File: src/rtl/bcd_pkg.sv
// rtl/bcd_pkg.sv - shared constants and FSM encoding for the BCD-to-binary decoder
package bcd_pkg;

   typedef enum logic [1:0] {
      ST_IDLE   = 2'd0,
      ST_SHIFT  = 2'd1,
      ST_FINISH = 2'd2
   } bcd_state_t;

   localparam logic [3:0] BCD_MAX    = 4'd9;
   localparam logic [3:0] ADJ_THRESH = 4'd8;
   localparam logic [3:0] ADJ_SUB    = 4'd3;

   // True when a nibble is not a legal decimal digit
   function automatic logic digit_invalid(input logic [3:0] d);
      return (d > BCD_MAX);
   endfunction

endpackage

File: src/rtl/bcd_digit_adj.sv
// rtl/bcd_digit_adj.sv - per-digit reverse double-dabble correction (d>=8 ? d-3 : d)
module bcd_digit_adj
   import bcd_pkg::*;
(
   input  logic [3:0] din,
   output logic [3:0] dout
);

   // After a right shift a digit >= 8 carried in a weight-5 bit, so pull it back by 3
   always_comb begin
      dout = din;
      if (din >= ADJ_THRESH) begin
         dout = din - ADJ_SUB;
      end
   end

endmodule

File: src/rtl/bcd_to_bin_converter.sv
// rtl/bcd_to_bin_converter.sv - sequential multi-digit BCD-to-binary decoder (reverse double-dabble)
module bcd_to_bin_converter
   import bcd_pkg::*;
#(
   parameter int DIGITS = 4,
   parameter int BIN_W  = 14,
   parameter int CNT_W  = 4
)
(
   input  logic                  clk,
   input  logic                  clr,
   input  logic                  start,
   input  logic [4*DIGITS-1:0]   bcd,
   output logic                  busy,
   output logic                  done,
   output logic                  err,
   output logic [BIN_W-1:0]      bin
);

   localparam int BCD_W = 4 * DIGITS;
   localparam int WRK_W = BCD_W + BIN_W;
   localparam logic [CNT_W-1:0] LAST_CNT = CNT_W'(BIN_W - 1);

   bcd_state_t          state_q, state_d;
   logic [WRK_W-1:0]    wrk_q,   wrk_d;
   logic [CNT_W-1:0]    cnt_q,   cnt_d;
   logic                busy_q,  busy_d;
   logic                done_q,  done_d;
   logic                err_q,   err_d;
   logic [BIN_W-1:0]    bin_q,   bin_d;

   logic [WRK_W-1:0]    shifted;
   logic [BCD_W-1:0]    adj_field;
   logic                bcd_bad;

   assign shifted = wrk_q >> 1;

   genvar g;
   generate
      for (g = 0; g < DIGITS; g++) begin : gen_adj
         bcd_digit_adj u_adj (
            .din  (shifted[BIN_W + 4*g +: 4]),
            .dout (adj_field[4*g +: 4])
         );
      end
   endgenerate

   // Flag any nibble of the incoming operand that is not a decimal digit
   always_comb begin
      bcd_bad = 1'b0;
      for (int i = 0; i < DIGITS; i++) begin
         if (digit_invalid(bcd[4*i +: 4])) begin
            bcd_bad = 1'b1;
         end
      end
   end

   // Next-state and output-register logic; an invalid operand waits one FINISH
   // cycle with done low so its done pulse lands after the edge following the start
   always_comb begin
      state_d = state_q;
      wrk_d   = wrk_q;
      cnt_d   = cnt_q;
      busy_d  = busy_q;
      done_d  = 1'b0;
      err_d   = err_q;
      bin_d   = bin_q;
      case (state_q)
         ST_IDLE: begin
            busy_d = 1'b0;
            if (start) begin
               wrk_d  = {bcd, {BIN_W{1'b0}}};
               cnt_d  = '0;
               busy_d = 1'b1;
               if (bcd_bad) begin
                  state_d = ST_FINISH;
                  err_d   = 1'b1;
                  bin_d   = '0;
               end else begin
                  state_d = ST_SHIFT;
                  err_d   = 1'b0;
               end
            end
         end
         ST_SHIFT: begin
            wrk_d = {adj_field, shifted[BIN_W-1:0]};
            cnt_d = cnt_q + CNT_W'(1);
            if (cnt_q == LAST_CNT) begin
               bin_d   = shifted[BIN_W-1:0];
               done_d  = 1'b1;
               state_d = ST_FINISH;
            end
         end
         ST_FINISH: begin
            if (done_q) begin
               state_d = ST_IDLE;
               busy_d  = 1'b0;
            end else begin
               done_d = 1'b1;
            end
         end
         default: begin
            state_d = ST_IDLE;
            busy_d  = 1'b0;
         end
      endcase
   end

   // State and output registers; clearing mid-conversion abandons it with no done
   always_ff @(posedge clk or negedge clr) begin
      if (!clr) begin
         state_q <= ST_IDLE;
         wrk_q   <= '0;
         cnt_q   <= '0;
         busy_q  <= 1'b0;
         done_q  <= 1'b0;
         err_q   <= 1'b0;
         bin_q   <= '0;
      end else begin
         state_q <= state_d;
         wrk_q   <= wrk_d;
         cnt_q   <= cnt_d;
         busy_q  <= busy_d;
         done_q  <= done_d;
         err_q   <= err_d;
         bin_q   <= bin_d;
      end
   end

   assign busy = busy_q;
   assign done = done_q;
   assign err  = err_q;
   assign bin  = bin_q;

endmodule
File: config.mk
export PLATFORM = sky130hd
export DESIGN_NAME = bcd_to_bin_converter
export DESIGN_NICKNAME = d
export VERILOG_FILES = /design/src/rtl/bcd_pkg.sv /design/src/rtl/bcd_digit_adj.sv /design/src/rtl/bcd_to_bin_converter.sv
export SDC_FILE = /design/constraint.sdc
export NUM_CORES = 1
export LEC_CHECK = 0
export CAP_MARGIN = 30
export CORE_MARGIN = 1
export CORE_UTILIZATION = 55
export CTS_CLUSTER_SIZE = 24
export DETAILED_ROUTE_END_ITERATION = 16
export PLACE_DENSITY = 0.8
export SLEW_MARGIN = 20
export SYNTH_ARGS = -nofsm -noshare
export SYNTH_HDL_FRONTEND = slang
export SYNTH_HIERARCHICAL = 1
export SYNTH_SLANG_ARGS = --single-unit
export TNS_END_PERCENT = 10
File: constraint.sdc
create_clock -name clk -period 2.25 [get_ports clk]
set_input_delay 0.45 -clock clk [delete_from_list [all_inputs] [get_ports clk]]
set_output_delay 0.45 -clock clk [all_outputs]
set_load 0.01 [all_outputs]
==> impl_metrics.prom, run 1 <==
# TYPE chip_impl_metric gauge
chip_impl_info{name="outcome",value="completed"} 1
chip_impl_info{name="synth_top_cells_by_area",value="dfrtp_1, mux2i_1, ha_1"} 1
chip_impl_info{name="setup.worst_path.end_class",value="flip-flop"} 1
chip_impl_info{name="post-synth-top-area-cell",value="dfrtp_1"} 1
chip_impl_metric{name="floorplan.die_area",unit="µm²"} 5132
chip_impl_metric{name="ys_ff_latch",unit=""} 52
chip_impl_metric{name="yosysTopAreaCellShare",unit="%"} 48.78
chip_impl_metric{name="max-cap-violations",unit=""} 0
chip_impl_metric{name="die_width",unit="µm"} 71.64
chip_impl_metric{name="setup.reg_to_reg.worst_slack",unit="ps"} 360
chip_impl_metric{name="critical_path_depth",unit=""} 7
chip_impl_metric{name="whs",unit="ps"} 88.67
chip_impl_metric{name="netlist_instances",unit=""} 259
chip_impl_metric{name="finalWorstSetupSlack",unit="ps"} 361.3
chip_impl_metric{name="worst_max_slew_margin_expressed_relative_to_the_limit",unit="%"} 65.44
chip_impl_info{name="critical_path.startpoint_type",value="flip-flop"} 1
chip_impl_metric{name="via_count",unit=""} 1885
chip_impl_metric{name="highest_achievable_clock_rate",unit="GHz"} 0.5295
chip_impl_metric{name="dp_hpwl",unit="µm"} 3238
chip_impl_metric{name="routabilityCongestion",unit=""} 0.7827
chip_impl_metric{name="mean_number_of_vias_per_cell",unit=""} 5.370
chip_impl_metric{name="post_cts_resized",unit=""} 0
chip_impl_metric{name="first_iter_violations",unit=""} 125
chip_impl_metric{name="vias_in_the_first_global_route",unit=""} 1785
chip_impl_metric{name="drt-total-wl",unit="µm"} 4719
chip_impl_info{name="unrepaired_setup_endpoints_after_global_routing",value="no"} 1
chip_impl_metric{name="final-instance-count-excl-fill",unit=""} 351
chip_impl_metric{name="ant_nets",unit=""} 0
chip_impl_metric{name="antenna_violations_before_repair",unit=""} 0
chip_impl_metric{name="power_density",unit="nW/µm²"} 1082
chip_impl_info{name="criticalPathCategory",value="flip-flop to flip-flop"} 1
chip_impl_metric{name="final-hold-violation-count",unit=""} 0
chip_impl_metric{name="syn-cell-area",unit="µm²"} 2668
chip_impl_metric{name="post_route_clock_period_utilization",unit="%"} 83.94
chip_impl_metric{name="port-buffer-count",unit=""} 35
chip_impl_metric{name="worst_pin_slew",unit="ps"} 518.3
chip_impl_metric{name="timing.final.setup_violations",unit=""} 0
chip_impl_metric{name="worst-r2r-cell-count",unit=""} 7
chip_impl_metric{name="detail_route.first_pass.iterations",unit=""} 4
chip_impl_metric{name="h-tree-depth",unit=""} 2
chip_impl_metric{name="dp.cells",unit=""} 341
chip_impl_metric{name="fin_crit",unit="ps"} 1889
chip_impl_metric{name="synth_to_layout_area_growth",unit="%"} 20.68
chip_impl_metric{name="placementRows",unit=""} 24
chip_impl_metric{name="io_pins",unit=""} 36
chip_impl_info{name="tritoncts",value="built"} 1
chip_impl_metric{name="ir_drop",unit="µV"} 559.7
chip_impl_info{name="critPathTopFamily",value="compound AO/OA/AOI/OAI gates"} 1
chip_impl_metric{name="yosysUniqueCellTypes",unit=""} 33
chip_impl_metric{name="post-place-ws",unit="ps"} -50.90
chip_impl_metric{name="cp_data_arrival_time",unit="ps"} 2110
chip_impl_info{name="rr_startpoint",value="state_q[0]"} 1
chip_impl_metric{name="clk_latency",unit="ps"} 320
chip_impl_info{name="most_used_cells_in_the_layout_excluding_fill_and_tap_cells",value="dfrtp_1, nand2_1, clkdlybuf4s50_1"} 1
chip_impl_metric{name="p_leak",unit="µW"} 0.001434
chip_impl_metric{name="syn-mean-instance-area",unit="µm²"} 10.30
chip_impl_metric{name="synthesis.yosys.warnings",unit=""} 6
chip_impl_metric{name="initial_core_util",unit="%"} 59.22
chip_impl_metric{name="drc",unit=""} 0
chip_impl_metric{name="antenna_cells",unit=""} 0
chip_impl_metric{name="core-area",unit="µm²"} 4504
chip_impl_metric{name="final_net_count",unit=""} 330
chip_impl_metric{name="grt_usage",unit="%"} 20.71
chip_impl_metric{name="drive_gt1_share",unit="%"} 6.689
chip_impl_metric{name="global_route_wire_length_before_repair",unit="µm"} 8162
chip_impl_metric{name="holdBufCountCts",unit=""} 0
chip_impl_metric{name="timing.critical_path.buf_inv",unit=""} 2
chip_impl_metric{name="cts_num_sinks",unit=""} 52
chip_impl_metric{name="critPathMaxFanout",unit=""} 9
chip_impl_metric{name="power",unit="µW"} 3483
chip_impl_metric{name="die_height",unit="µm"} 71.64
chip_impl_metric{name="post_cts_buffers",unit=""} 0
chip_impl_metric{name="filler_cells_inserted",unit=""} 341
chip_impl_metric{name="finalClockSkew",unit="ps"} 13.86
chip_impl_metric{name="critical-path-max-stage-delay",unit="ps"} 390
chip_impl_metric{name="cts-buffers-inserted",unit=""} 5
chip_impl_metric{name="required",unit="ps"} 2470
chip_impl_info{name="slowest_cell_on_the_critical_path",value="dfrtp_1"} 1
chip_impl_metric{name="wl_per_cell",unit="µm"} 13.44
chip_impl_info{name="cells_along_the_critical_path",value="inv_1, ha_1, nor2b_4, a211o_1, a21oi_4, buf_12, mux2i_1"} 1
chip_impl_info{name="cts_root_buf",value="clkbuf_8"} 1
chip_impl_metric{name="cts.clk_slew.worst_paths",unit="ps"} 110
chip_impl_metric{name="totalNegativeSetupSlack",unit="ps"} 0
chip_impl_metric{name="cts.path.max_buffers",unit=""} 2
chip_impl_info{name="crit-reg2reg-capture",value="bin[10]"} 1
chip_impl_info{name="final_common_cell",value="dfrtp_1"} 1
chip_impl_metric{name="global_route.overflow_total",unit=""} 0
chip_impl_info{name="min_path_type",value="input pin to asynchronous set/reset pin"} 1
chip_impl_metric{name="grt_start_max_net_pins",unit=""} 50
chip_impl_metric{name="drv_slew",unit=""} 0
chip_impl_metric{name="synth-seq-area-share",unit="%"} 48.78
## sequential cells by signal (all words and copies together) (netlist names)
signal and count:
done 1, err 1, bin 14, busy 1, cnt_q 4, state_q 2
wrk_q 29
## worst reg2reg max path, delay by kind of cell, from the launching register on
family / cells / cell delay [ps]
buf+inv: 2 / 240
flops: 1 / 390
fa+ha+maj: 1 / 320
mux: 1 / 220
compound gates: 2 / 460
simple gates: 1 / 180
## how the worst max path moves through the flow
stage	start	endpoint
2_1_floorplan	state_q[0]	bin[10]
3_3_place_gp	bcd[10]	bin[0]
3_5_place_dp	start	bin[10]
4_1_cts	state_q[0]	bin[10]
5_1_grt	state_q[0]	bin[10]
6_report	state_q[0]	bin[10]
## power breakdown
| group | total (µW) | internal (µW) | switching (µW) |
|---|---|---|---|
| Sequential | 1350 | 1140 | 213 |
| Clock | 660 | 335 | 325 |
| Combinational | 1470 | 684 | 790 |
| Total | 3480 | 2160 | 1330 |
## through the flow
stage / utilization (%) / area [µm²]
floorplan: - / 2683
global placement: 68.31 / 3077
detailed placement: 68.31 / 3077
CTS: 70.86 / 3192
global route: 71.47 / 3219
finish: 71.47 / 3219
## synthesized netlist by cell type (all sizes together)
library cell and number:
buf 6, inv 25, nor3 1, ha 13
xor2 4, mux2 1, nor2b 7, a211oi 1
nand2 39, dfrtp 52, a22o 15, and2 1
mux2i 30, a21o 1, a211o 1, o21ai 30
nor2 2, o32a 1, nand2b 5, and4 1
a21boi 1, clkbuf 7, a21oi 5, xnor2 4
o31ai 1, a41oi 1, nand3 3, conb 1
## cell families (layout without fill, tap and decap cells)
kind of cell	count (synthesis)	after routing	synth area share [%]
AOI/OAI and AO/OA	57	57	14.07
DFF	52	52	48.78
muxes	31	31	11.68
other	1	5	0.1406
adders and majority gates	13	13	6.098
buffers and inverters	38	74	6.426
and+or+nand+nor	59	59	10.18
xor gates and xnor gates	8	8	2.626
## per-layer routing
layer	track usage, %	share of wire, %
met1	28.88	47
met2	32.49	48
met4	8.715	1.7
met5	0	0
met3	3.235	3.2
## final cells by class
type,count,area (µm²),area share (%)
timing repair buffer,41,427.9,13.29
clock buffer,5,68.82,2.138
tap,52,65.06,2.021
sequential,52,1301,40.42
clock inverter,3,46.29,1.438
inverter,25,93.84,2.915
multi-input combinational,173,1216,37.78
No activity file was read; power rests on OpenSTA's default activity.
==> run 2, diff against run 1 <==
- CORE_UTILIZATION: 55 -> 49
- PLACE_DENSITY: 0.8 -> 0.75
- clock period: 2.25 -> 1.5 ns (I/O delays scaled with it)
==> impl_metrics.prom, run 2 (same netlist as run 1, synthesis figures left out) <==
# TYPE chip_impl_metric gauge
chip_impl_metric{name="drv_slew",unit=""} 0
chip_impl_metric{name="finalWorstSetupSlack",unit="ps"} -165.3
chip_impl_info{name="critical_path.startpoint_type",value="flip-flop"} 1
chip_impl_metric{name="max-cap-violations",unit=""} 0
chip_impl_metric{name="required",unit="ps"} 1740
chip_impl_metric{name="fin_crit",unit="ps"} 1665
chip_impl_info{name="setup.worst_path.end_class",value="flip-flop"} 1
chip_impl_metric{name="timing.final.setup_violations",unit=""} 26
chip_impl_metric{name="ant_nets",unit=""} 0
chip_impl_metric{name="finalClockSkew",unit="ps"} 12.00
chip_impl_metric{name="cts-buffers-inserted",unit=""} 5
chip_impl_metric{name="cts_num_sinks",unit=""} 52
chip_impl_metric{name="h-tree-depth",unit=""} 2
chip_impl_metric{name="die_height",unit="µm"} 75.79
chip_impl_metric{name="ir_drop",unit="µV"} 1106
chip_impl_metric{name="drive_gt1_share",unit="%"} 14.73
chip_impl_metric{name="placementRows",unit=""} 26
chip_impl_metric{name="filler_cells_inserted",unit=""} 420
chip_impl_info{name="regMostFlops",value="wrk_q"} 1
chip_impl_metric{name="final-hold-violation-count",unit=""} 0
chip_impl_metric{name="global_route.overflow_total",unit=""} 0
chip_impl_metric{name="largest_register_ff_count",unit=""} 29
chip_impl_metric{name="core-area",unit="µm²"} 5172
chip_impl_info{name="criticalPathCategory",value="flip-flop to flip-flop"} 1
chip_impl_metric{name="antenna_cells",unit=""} 0
chip_impl_metric{name="routabilityCongestion",unit=""} 0.7941
chip_impl_metric{name="whs",unit="ps"} 485.8
chip_impl_metric{name="detail_route.first_pass.iterations",unit=""} 4
chip_impl_metric{name="finalCoreUtilization",unit="%"} 66.26
chip_impl_metric{name="clk_latency",unit="ps"} 310
chip_impl_metric{name="cp_data_arrival_time",unit="ps"} 1900
chip_impl_metric{name="grt_usage",unit="%"} 19.45
chip_impl_info{name="unrepaired_setup_endpoints_after_global_routing",value="yes"} 1
chip_impl_metric{name="critPathMaxFanout",unit=""} 11
chip_impl_metric{name="port-buffer-count",unit=""} 35
chip_impl_metric{name="power_density",unit="nW/µm²"} 1576
chip_impl_metric{name="grt_start_max_net_pins",unit=""} 53
chip_impl_info{name="min_path_type",value="input pin to asynchronous set/reset pin"} 1
chip_impl_metric{name="via_count",unit=""} 1980
chip_impl_metric{name="synth_to_layout_area_growth",unit="%"} 28.47
chip_impl_metric{name="highest_achievable_clock_rate",unit="GHz"} 0.6005
chip_impl_metric{name="drt-total-wl",unit="µm"} 4998
chip_impl_info{name="failed_checks",value="negative setup slack"} 1
chip_impl_metric{name="cts.path.max_buffers",unit=""} 2
chip_impl_metric{name="die_width",unit="µm"} 75.79
chip_impl_metric{name="post_route_clock_period_utilization",unit="%"} 111.0
chip_impl_info{name="final_common_cell",value="dfrtp_1"} 1
chip_impl_info{name="cts_root_buf",value="clkbuf_8"} 1
chip_impl_info{name="tritoncts",value="built"} 1
chip_impl_metric{name="cts.clk_slew.worst_paths",unit="ps"} 100
chip_impl_metric{name="antenna_violations_before_repair",unit=""} 0
chip_impl_metric{name="final_net_count",unit=""} 350
chip_impl_metric{name="floorplan.die_area",unit="µm²"} 5743
chip_impl_info{name="crit_path_from",value="state_q[0]"} 1
chip_impl_info{name="outcome",value="complete, but fails checks"} 1
chip_impl_info{name="most_used_cells_in_the_layout_excluding_fill_and_tap_cells",value="dfrtp_1, nand2_1, mux2i_1, o21ai_0, inv_1"} 1
chip_impl_metric{name="first_iter_violations",unit=""} 91
chip_impl_metric{name="io_pins",unit=""} 36
chip_impl_metric{name="dp_hpwl",unit="µm"} 3306
chip_impl_metric{name="wl_per_cell",unit="µm"} 12.85
chip_impl_metric{name="vias_in_the_first_global_route",unit=""} 1905
chip_impl_info{name="rr_startpoint",value="state_q[0]"} 1
chip_impl_metric{name="drc",unit=""} 0
chip_impl_metric{name="mean_number_of_vias_per_cell",unit=""} 5.090
chip_impl_metric{name="p_leak",unit="µW"} 0.001643
chip_impl_metric{name="initial_core_util",unit="%"} 51.57
chip_impl_metric{name="global_route_wire_length_before_repair",unit="µm"} 8328
[run 2: cell type report]
cell class | count | area, µm² | share of cell area [%]
timing repair buffer | 61 | 585.6 | 17.09
clock inverter | 3 | 22.52 | 0.6572
tap | 70 | 87.58 | 2.556
sequential | 52 | 1301 | 37.97
clock buffer | 5 | 68.82 | 2.008
inverter | 25 | 93.84 | 2.738
multi-input combinational | 173 | 1267 | 36.98
[run 2: what timing repair did]
item | in CTS | in global routing
endpoints found under the setup margin | 64 | 52
hold buffers | 1 | 0
setup buffers | 3 | 1
gates resized for setup | 27 | 6
hold endpoints to repair | 52 | 0
pin swaps | 2 | 0
[run 2: metrics by stage]
stage	setup TNS (ps)	power (µW)	cells	worst slack, ps	cell area [µm²]
final	-2009	5401	389	-165.3	3427
after global routing	-5179	5835	389	-218.1	3427
after CTS	-1432	5384	388	-125.0	3403
after detailed placement	-17450	4332	376	-590.6	3229
after global placement	-16510	4255	376	-521.4	3229
after floorplan	-2580	3681	263	-199.6	2686
[run 2: where the power goes]
| group | switching [µW] | internal [µW] |
|---|---|---|
| combinational | 1300 | 1260 |
| clock | 485 | 335 |
| sequential | 312 | 1700 |
[run 2: final timing paths]
check | to | slack, ps | cells after the start
max in group asynchronous | bin[1] | 750 | 3
setup / recovery | bin[13] | -170 | 6
min in group clk | bin[0] | 520 | 2
hold / removal | wrk_q[13] | 490 | 3
hold reg to reg | bin[0] | 520 | 2
setup reg to reg | bin[13] | -170 | 6
[run 2: worst max-delay path, cell delays in order, from the launching register on]
cell,delay [ps]
dfrtp_1,410
buf_6,130
ha_4,160
a211o_1,330
a21oi_4,180
buf_12,170
mux2i_1,200
[run 2: metal layers]
metal	vias to the layer above	GRT usage [%]	share of wire (%)
met5	-	0	0
met4	0	6.173	1.4
met3	6	3.968	3.0
met2	33	32.65	47
met1	963	25.28	48
li1	978	-	-
==> run 3, diff against run 2 <==
- CAP_MARGIN: 30 -> 20
- HOLD_SLACK_MARGIN: default -> 0.05
- SETUP_SLACK_MARGIN: default -> 0.3
==> impl_metrics.prom, run 3 (same netlist as run 1, synthesis figures left out) <==
# TYPE chip_impl_metric gauge
chip_impl_metric{name="antenna_violations_before_repair",unit=""} 0
chip_impl_metric{name="synth_to_layout_area_growth",unit="%"} 26.69
chip_impl_metric{name="global_route_wire_length_before_repair",unit="µm"} 8245
chip_impl_info{name="criticalPathCategory",value="flip-flop to flip-flop"} 1
chip_impl_metric{name="grt_start_max_net_pins",unit=""} 53
chip_impl_metric{name="critPathMaxFanout",unit=""} 11
chip_impl_metric{name="highest_achievable_clock_rate",unit="GHz"} 0.6017
chip_impl_metric{name="core-area",unit="µm²"} 5172
chip_impl_metric{name="cp_data_arrival_time",unit="ps"} 1900
chip_impl_metric{name="detail_route.first_pass.iterations",unit=""} 4
chip_impl_metric{name="placementRows",unit=""} 26
chip_impl_info{name="slowest_cell_on_the_critical_path",value="dfrtp_1"} 1
chip_impl_metric{name="dp.cells",unit=""} 376
chip_impl_metric{name="die_width",unit="µm"} 75.79
chip_impl_metric{name="finalCoreUtilization",unit="%"} 65.34
chip_impl_metric{name="drive_gt1_share",unit="%"} 21.32
chip_impl_metric{name="final-hold-violation-count",unit=""} 0
chip_impl_metric{name="antenna_cells",unit=""} 0
chip_impl_metric{name="routabilityCongestion",unit=""} 0.7941
chip_impl_metric{name="cts.clk_slew.worst_paths",unit="ps"} 100
chip_impl_info{name="min_path_type",value="input pin to asynchronous set/reset pin"} 1
chip_impl_info{name="cts_root_buf",value="clkbuf_8"} 1
chip_impl_metric{name="drc",unit=""} 0
chip_impl_metric{name="timing.critical_path.buf_inv",unit=""} 2
chip_impl_metric{name="ant_nets",unit=""} 0
chip_impl_metric{name="timing.final.setup_violations",unit=""} 23
chip_impl_metric{name="postPlaceCellArea",unit="µm²"} 3229
chip_impl_metric{name="ir_drop",unit="µV"} 1103
chip_impl_metric{name="die_height",unit="µm"} 75.79
chip_impl_info{name="critPathTopFamily",value="compound AO/OA/AOI/OAI gates"} 1
chip_impl_metric{name="filler_cells_inserted",unit=""} 417
chip_impl_metric{name="largest_register_ff_count",unit=""} 29
chip_impl_metric{name="clk_latency",unit="ps"} 320
chip_impl_metric{name="initial_core_util",unit="%"} 51.57
chip_impl_metric{name="drv_slew",unit=""} 0
chip_impl_metric{name="final_net_count",unit=""} 350
chip_impl_info{name="critical_path.startpoint_type",value="flip-flop"} 1
chip_impl_metric{name="p_leak",unit="µW"} 0.001581
chip_impl_metric{name="max-cap-violations",unit=""} 0
chip_impl_metric{name="cts_num_sinks",unit=""} 52
chip_impl_metric{name="post_route_clock_period_utilization",unit="%"} 110.8
chip_impl_info{name="most_used_cells_in_the_layout_excluding_fill_and_tap_cells",value="dfrtp_1, nand2_1, mux2i_1"} 1
chip_impl_metric{name="finalWorstSetupSlack",unit="ps"} -161.9
chip_impl_info{name="final_common_cell",value="dfrtp_1"} 1
chip_impl_metric{name="power_density",unit="nW/µm²"} 1611
chip_impl_metric{name="finalClockSkew",unit="ps"} 15.45
chip_impl_metric{name="critical-path-max-stage-delay",unit="ps"} 410
chip_impl_metric{name="mean_number_of_vias_per_cell",unit=""} 5.069
chip_impl_metric{name="required",unit="ps"} 1740
chip_impl_metric{name="cts-buffers-inserted",unit=""} 5
chip_impl_metric{name="vias_in_the_first_global_route",unit=""} 1855
chip_impl_metric{name="global_route.overflow_total",unit=""} 0
chip_impl_metric{name="wl_per_cell",unit="µm"} 12.87
chip_impl_metric{name="final-instance-count-excl-fill",unit=""} 389
chip_impl_metric{name="power",unit="µW"} 5445
chip_impl_metric{name="h-tree-depth",unit=""} 2
chip_impl_info{name="failed_checks",value="negative setup slack"} 1
chip_impl_metric{name="cts.path.max_buffers",unit=""} 2
chip_impl_metric{name="io_pins",unit=""} 36
chip_impl_metric{name="dp_hpwl",unit="µm"} 3306
chip_impl_metric{name="via_count",unit=""} 1972
chip_impl_info{name="tritoncts",value="built"} 1
chip_impl_info{name="cells_along_the_critical_path",value="buf_6, ha_4, a211o_1, a21oi_4, buf_12, mux2i_1"} 1
chip_impl_info{name="regMostFlops",value="wrk_q"} 1
chip_impl_info{name="unrepaired_setup_endpoints_after_global_routing",value="yes"} 1
chip_impl_metric{name="drt-total-wl",unit="µm"} 5008
chip_impl_metric{name="stdcell_area",unit="µm²"} 3379
chip_impl_metric{name="port-buffer-count",unit=""} 35
chip_impl_metric{name="first_iter_violations",unit=""} 119
chip_impl_info{name="outcome",value="complete, but fails checks"} 1
chip_impl_metric{name="grt_usage",unit="%"} 19.25
chip_impl_metric{name="floorplan.die_area",unit="µm²"} 5743
chip_impl_info{name="setup.worst_path.end_class",value="flip-flop"} 1
chip_impl_metric{name="fin_crit",unit="ps"} 1662
==> run 3: stage by stage <==
| step | setup WS (ps) | hold slack, ps | setup TNS [ps] |
|---|---|---|---|
| after global routing | -218.1 | 532.4 | -5175 |
| after CTS | -125.0 | 501.7 | -1432 |
| after detailed placement | -590.6 | 311.2 | -17450 |
| after floorplan | -199.6 | 4.409 | -2580 |
| after global placement | -521.4 | 312.8 | -16510 |
| final | -161.9 | 485.7 | -1939 |
==> run 3: final cells by class <==
class / count / area [µm²] / area share, %
Sequential cell: 52 / 1301 / 38.50
Timing Repair Buffer: 61 / 520.5 / 15.40
Inverter: 25 / 93.84 / 2.777
Multi-Input combinational cell: 173 / 1285 / 38.02
Tap cell: 70 / 87.58 / 2.592
Clock inverter: 3 / 22.52 / 0.6664
Clock buffer: 5 / 68.82 / 2.036
==> run 3: timing repair <==
| action | in CTS | in global routing |
|---|---|---|
| setup endpoints to repair | 69 | 54 |
| pin swaps | 2 | 1 |
| setup buffers | 3 | 1 |
| resized for setup | 81 | 10 |
| endpoints found under the hold margin | 52 | 0 |
| hold buffers | 1 | 0 |
==> run 3: final timing paths <==
| check | startpoint | end | slack, ps | depth (start not counted) |
|---|---|---|---|---|
| worst max register to register | state_q[0] | bin[13] | -160 | 6 |
| worst min register to register | busy | busy | 520 | 2 |
| worst min-delay path | clr | wrk_q[13] | 490 | 3 |
| worst max-delay path | state_q[0] | bin[13] | -160 | 6 |
| max in group asynchronous | clr | bin[0] | 760 | 3 |
| min in group clk | busy | busy | 520 | 2 |
==> run 3: where the power goes <==
group	internal, µW	total, µW	switching [µW]
registers	1700	2020	319
logic	1280	2600	1320
clock network	335	824	489
total	3320	5450	2130
==> run 3: worst register-to-register path, cell delays in order, from the launching register on <==
cell	delay [ps]
dfrtp_1	410
buf_6	130
ha_4	160
a211o_1	330
a21oi_4	180
buf_12	170
mux2i_1	210
==> run 3: per-layer routing <==
metal	vias up	share of wire (%)	track usage [%]
li1	976	-	-
met1	960	48	25.79
met2	30	47	31.37
met3	6	3.2	3.968
met4	0	1.4	6.173
met5	-	0	0
